File: src/rtl/mux_grant_arbiter.sv
// Two-requester round-robin arbiter driving the select line of a 2:1 data mux.
// A tenure counter forces a handover after MAX_HOLD cycles while the other side waits.
module mux_grant_arbiter #(
   parameter int MAX_HOLD = 8
) (
   input  logic       Clock,
   input  logic       Reset,
   input  logic       ReqA,
   input  logic       ReqB,
   output logic       GntA,
   output logic       GntB,
   output logic       SEL,
   output logic       Busy,
   output logic [3:0] Tenure
);

   typedef enum logic [1:0] {
      IDLE    = 2'd0,
      GRANT_A = 2'd1,
      GRANT_B = 2'd2
   } state_t;

   localparam logic [3:0] TENURE_MAX = 4'(MAX_HOLD - 1);

   state_t     state;
   state_t     next_state;
   logic [3:0] tenure_q;
   logic [3:0] tenure_d;
   logic       last_a_q;
   logic       last_a_d;
   logic       tenure_done;

   assign tenure_done = (tenure_q == TENURE_MAX);

   // State register. Reset is synchronous, so it lives inside the clocked branch.
   // NOTE: sequential state uses non-blocking (<=) so every flop samples pre-edge values.
   always_ff @(posedge Clock) begin
      if (Reset) begin
         state    <= IDLE;
         tenure_q <= 4'd0;
         last_a_q <= 1'b0;
      end else begin
         state    <= next_state;
         tenure_q <= tenure_d;
         last_a_q <= last_a_d;
      end
   end

   // Next-state logic: release, expiry and idle tie-break.
   // NOTE: next_state gets a default before the case so no path leaves it unassigned (no latch).
   always_comb begin
      next_state = state;
      unique case (state)
         IDLE: begin
            if (ReqA && ReqB)  next_state = last_a_q ? GRANT_B : GRANT_A;
            else if (ReqA)     next_state = GRANT_A;
            else if (ReqB)     next_state = GRANT_B;
         end
         GRANT_A: begin
            if (!ReqA || (tenure_done && ReqB)) next_state = ReqB ? GRANT_B : IDLE;
         end
         GRANT_B: begin
            if (!ReqB || (tenure_done && ReqA)) next_state = ReqA ? GRANT_A : IDLE;
         end
         default: next_state = IDLE;
      endcase
   end

   // Tenure restarts on any new grant and saturates while the owner keeps the mux.
   // LastA and SEL follow the same rule (track the most recent owner, hold in IDLE),
   // so one flop serves both.
   always_comb begin
      tenure_d = 4'd0;
      last_a_d = last_a_q;
      if (next_state != IDLE) begin
         last_a_d = (next_state == GRANT_A);
         if (next_state == state)
            tenure_d = tenure_done ? tenure_q : tenure_q + 4'd1;
      end
   end

   // Output decode from registered state only.
   always_comb begin
      GntA   = (state == GRANT_A);
      GntB   = (state == GRANT_B);
      Busy   = (state != IDLE);
      SEL    = last_a_q;
      Tenure = tenure_q;
   end

`ifndef SYNTHESIS
   a_onehot_grant : assert property (@(posedge Clock) disable iff (Reset) !(GntA && GntB));
   a_busy_match   : assert property (@(posedge Clock) disable iff (Reset) Busy == (GntA || GntB));
   a_tenure_range : assert property (@(posedge Clock) disable iff (Reset) Tenure <= TENURE_MAX);
   a_sel_follows  : assert property (@(posedge Clock) disable iff (Reset) Busy |-> (SEL == GntA));
`endif

endmodule
File: config.mk
export PLATFORM = sky130hd
export DESIGN_NAME = mux_grant_arbiter
export DESIGN_NICKNAME = d
export VERILOG_FILES = /design/src/rtl/mux_grant_arbiter.sv
export SDC_FILE = /design/constraint.sdc
export NUM_CORES = 1
export LEC_CHECK = 0
export ABC_AREA = 1
export BUFFER_PORTS_ARGS = -buffer_cell sky130_fd_sc_hd__clkbuf_2
export CAP_MARGIN = 15
export CORE_UTILIZATION = 30
export DETAILED_ROUTE_END_ITERATION = 8
export PLACE_DENSITY_LB_ADDON = 0.1
export SYNTH_ARGS = -nofsm -noshare
export SYNTH_HDL_FRONTEND = slang
export SYNTH_SLANG_ARGS = --single-unit
File: constraint.sdc
create_clock -name Clock -period 1.3 [get_ports Clock]
set_input_delay 0.26 -clock Clock [delete_from_list [all_inputs] [get_ports Clock]]
set_output_delay 0.26 -clock Clock [all_outputs]
set_load 0.01 [all_outputs]
======== Word level (Yosys, flattened, before mapping) ========
Index checks and enable logic that the tools add are counted.
Widths: inputs -> output; s select.
word-level totals
  flip-flop bits (word level) ............. 7
  input port bits ......................... 4
  logic and storage cells ................. 31
cells by class
  add/sub/neg operators ................... 1
  equal/unequal tests ..................... 5
  mux-type cells .......................... 9
  bitwise logic cells ..................... 2
  reduce and logical (&&, ||, !) cells .... 11
operator list
  operator             count
  $mux 2               7
  $pmux 2 s3           1
  $add 4x1->4 const B  1
  $eq 2x1->1 const B   2
  $eq 4x3->1 const B   1
  $reduce_bool 2->1    2
  $logic_and 1x1->1    3
  $reduce_or 3->1      1
  $eq 2x2->1           1
  $eq 2x2->1 const B   1
  $logic_not 1->1      2
  $logic_not 2->1      1
  $logic_or 1x1->1     2
  $not 1->1            2
  $mux 1               1

======== Logic depth before layout (Yosys ltp) ========
  depth in word-level cells ............... 8
  mapped depth ............................ 7

======== Least setup slack after synthesis ========
OpenSTA, ideal clock, no wires.
  kind .................................... reg2reg
  start ................................... register tenure_q[0] (netlist: Tenure[0])
  end ..................................... register tenure_q[3] (netlist: Tenure[3])
  library setup time ...................... 0.122 ns
  arrival ................................. 1.117 ns
  data required time ...................... 1.178 ns
  path slack .............................. 0.061 ns
  cell stages (with the launch flop) ...... 7
  period minus slack after synthesis ...... 1.239 ns
  cell sequence ........................... dfxtp_1 > ha_1 > nand4_1 > nand3_1 > nand2_2 > nand2_4 > a21oi_2
on the way
  word-level cells in the longest chain between the ends .. 8
RTL lines
  what                                             line    source
  start, declared                                  27      logic [3:0] tenure_q;
  start signal, assigned                           44      tenure_q <= tenure_d;
  $eq 4x3->1                                       33      assign tenure_done = (tenure_q == TENURE_MAX);
  $logic_and 1x1->1, on equally long branches      63, 60
  $logic_or 1x1->1, on equally long branches       63, 60
  $mux 2, on equally long branches                 63, 60
  $pmux 2 s3                                       53      unique case (state)
  $eq 2x2->1 or $reduce_bool 2->1 (tied branches)  77, 75
  $not 1->1 (no line)                              --
  $reduce_or 3->1 (no line)                        --
Parallel ways exist; a longest one is shown, timed or not.
A chain may end at the register's enable or synchronous reset.

======== Final worst setup path ========
  start ................................... register state[0]
  end ..................................... output port GntA
on the way
  word-level cells in the longest chain between the ends .. 1
RTL lines
  what                    line  source
  start, declared         25    state_t state;
  start signal, assigned  43    state <= next_state;
  $eq 2x1->1              84    GntA = (state == GRANT_A);
  end, declared           10    output logic GntA,
No other way between the ends.

==> out/qor.yml <==
synthesis:
  synthesis.area_um2: 399
  synth_top_family_by_area: "simple AND/OR/NAND/NOR gates"
  synthAdderAreaFrac_pct: 3.13
  synthMuxAreaShare_pct: 0
  synth_nets: 59
  yosysTopAreaCellShare_pct: 35.1
  ys_types: 19
  synth_area_leaders: "dfxtp_1 35%, nand4_1 7.8%, nand2_1 7.5%"
  ys_seq_elements: 7
  yosysSeqAreaShare_pct: 35.1
  synth_top_cell_by_area: "dfxtp_1"
  synth_xor_xnor_area_share_pct: 2.19
  synth.avg_cell_area_um2: 7.39
  synthCells: 54
  synth.yosys.warnings: 0
  synth_simple_gate_area_share_pct: 38.6
  synth_compound_area_share_pct: 12.5
cells_and_area:
  nets: 77
  fill_cells: 136
  postLayoutCellArea_um2: 520
  fin_cells: 85
  multi_input_area_um2: 230
  synthToLayoutAreaGrowth_pct: 30.4
  drive_above_1_share_pct: 43.7
  seq_area_um2: 143
  antenna_cells: 0
cts:
  cts_buffers: 3
  post-cts-setup-buffers: 0
  cts_htree_levels: 1
  cts_sinks: 7
  cts_buffer_depth: 2
  cts_tree: "yes"
  insertion_delay_ns: 0.25
  clk_pin_slew_ns: 0.05
  clock-root-buffer: "clkbuf_4"
placement:
  place_ws_ns: 0.0948
  dp_cells: 81
  placed_area_um2: 487
  io_buffers: 11
  gp_congestion: 0.808
  post-dp-hpwl_um: 661
drt:
  via_per_inst: 4.67
  drt-pass1-iter-count: 4
  vias: 397
  wirelength_um: 809
  ant_nets: 0
  post_drt_wl_per_cell_um: 9.52
  drt_drc_violations_left: 0
  drtIter0Drc: 9
power_and_ir_drop:
  switching_share_pct: 29.2
  p_leak_nw: 0.244
  intPower_uw: 395
  clock_power_share_pct: 35.5
  power_density_nw_per_um2: 1070
  switching_power_uw: 163
  vdd_drop_max_mv: 0.502
  p_seq_share_pct: 44.1
  combPwrFrac_pct: 20.4
setup_path:
  end_kind: "output port"
  cp_max_fo: 5
  critPathLaunchType: "flip-flop"
  crit_type: "flip-flop to output port"
  cp.required_ns: 1.04
  arrival_ns: 0.93
floorplan:
  die_h_um: 38.5
  ios: 12
  core_um2: 1170
  initial_core_util_pct: 34.1
  die_w_um: 38.5
  row_count: 12
  dieArea_um2: 1480
timing:
  slew_headroom_pct: 86.5
  fin_setup_tns_ns: 0
  min_period_ns: 1.19
  fmax_ghz: 0.844
  hold_violations: 0
  period_share_pct: 91.2
  setup_violations: 0
  skew_ns: 0.00228
  tightest_slew_ns: 0.201
  worst_slack_ns: 0.115
  drv_slew: 0
  rsz0062_at_grt: "false"
global_routing:
  grt_pass1_wl_mm: 1.34
  first_global_vias: 336
  grt_max_degree: 7
  grt_usage_pct: 13.7
  antenna_found_initial: 0
  grt-ovfl-total: 0
outcome:
  status: "complete, no violations"
worst_hold_path:
  hp-class: "input port to flip-flop"
flow_run:
  cap_violations: 0
-- per-stage QoR --
step	utilization (%)	power, mW	hold slack, ns
final	44.4	0.558	0.167
after detailed placement	41.6	0.362	0.439
after CTS	43.8	0.568	0.167
after floorplan	-	0.320	0.329
after global placement	41.6	0.364	0.442
after global routing	44.4	0.599	0.171
-- synthesized netlist by cell type (all sizes together) --
cell type	count
nor2	7
dfxtp	7
o211ai	1
nand3	5
xnor2	1
inv	9
and3	1
nand4	5
nand2	10
a21oi	3
a31oi	1
nor3	1
ha	1
o21ai	2
-- layer usage --
layer  vias to the layer above  GRT usage (%)  share of wire, %
li1                        216              -                 -
met1                       169           16.7                48
met2                        12           19.1                43
met3                         0           10.5               8.8
met4                         0           2.59                 0
met5                         -              0                 0
-- area by class of cell --
| cell class | instances | area share, % |
|---|---|---|
| Sequential cell | 7 | 27.4 |
| Tap cell | 14 | 3.37 |
| Inverter | 9 | 6.49 |
| Multi-Input combinational cell | 38 | 44.2 |
| Timing Repair Buffer | 13 | 13.5 |
| Clock buffer | 4 | 5.05 |
-- logic make-up (layout without fill, tap and decap cells) --
logic type	Yosys count	after routing
buffers and inverters	9	26
adder cells (fa/ha/maj)	1	1
XOR/XNOR	1	1
flip-flops	7	7
AND/OR/NAND/NOR	29	29
AO/OA/AOI/OAI	7	7
-- cells in the final DEF (no fill, tap or decap), types with 2 or more instances in the layout --
master	instances
nor2_2	4
dfxtp_2	2
nand3_1	4
buf_4	2
nand2_1	8
dfxtp_1	5
nor2_1	3
inv_1	7
o21ai_0	2
clkbuf_4	3
clkbuf_2	11
nand4_1	5
inv_2	2
a21oi_2	3
-- critical path: stages (launching register included) --
cell and delay, ns:
dfxtp_2 0.38, inv_2 0.04, nor2_2 0.11, clkbuf_2 0.15
-- power groups by stage --
stage          combinational, mW  sequential, mW  clock, mW
3_5_place_dp               0.114           0.248          0
3_3_place_gp               0.116           0.249          0
6_report                   0.114           0.246      0.198
5_1_grt                    0.128           0.248      0.222
2_1_floorplan             0.0695           0.251          0
4_1_cts                    0.114           0.243      0.211
-- path summary, 6_finish.rpt --
check | slack [ns] | to | from | cells past startpoint
setup / recovery | 0.11 | GntA | state[0] | 3
hold / removal | 0.17 | state[1] | Reset | 2
setup reg to reg | 0.13 | Tenure[3] | Tenure[0] | 6
hold reg to reg | 0.51 | SEL | SEL | 2
-- registers in the layout, indices dropped and copies added, names as in the netlist --
register and count:
SEL 1, Tenure 4, state 2
-- what timing repair did --
action	CTS	global route
hold buffers	0	0
gates resized for setup	0	4
endpoints found under the setup margin	0	6
Power figures use the tool's default switching activity.
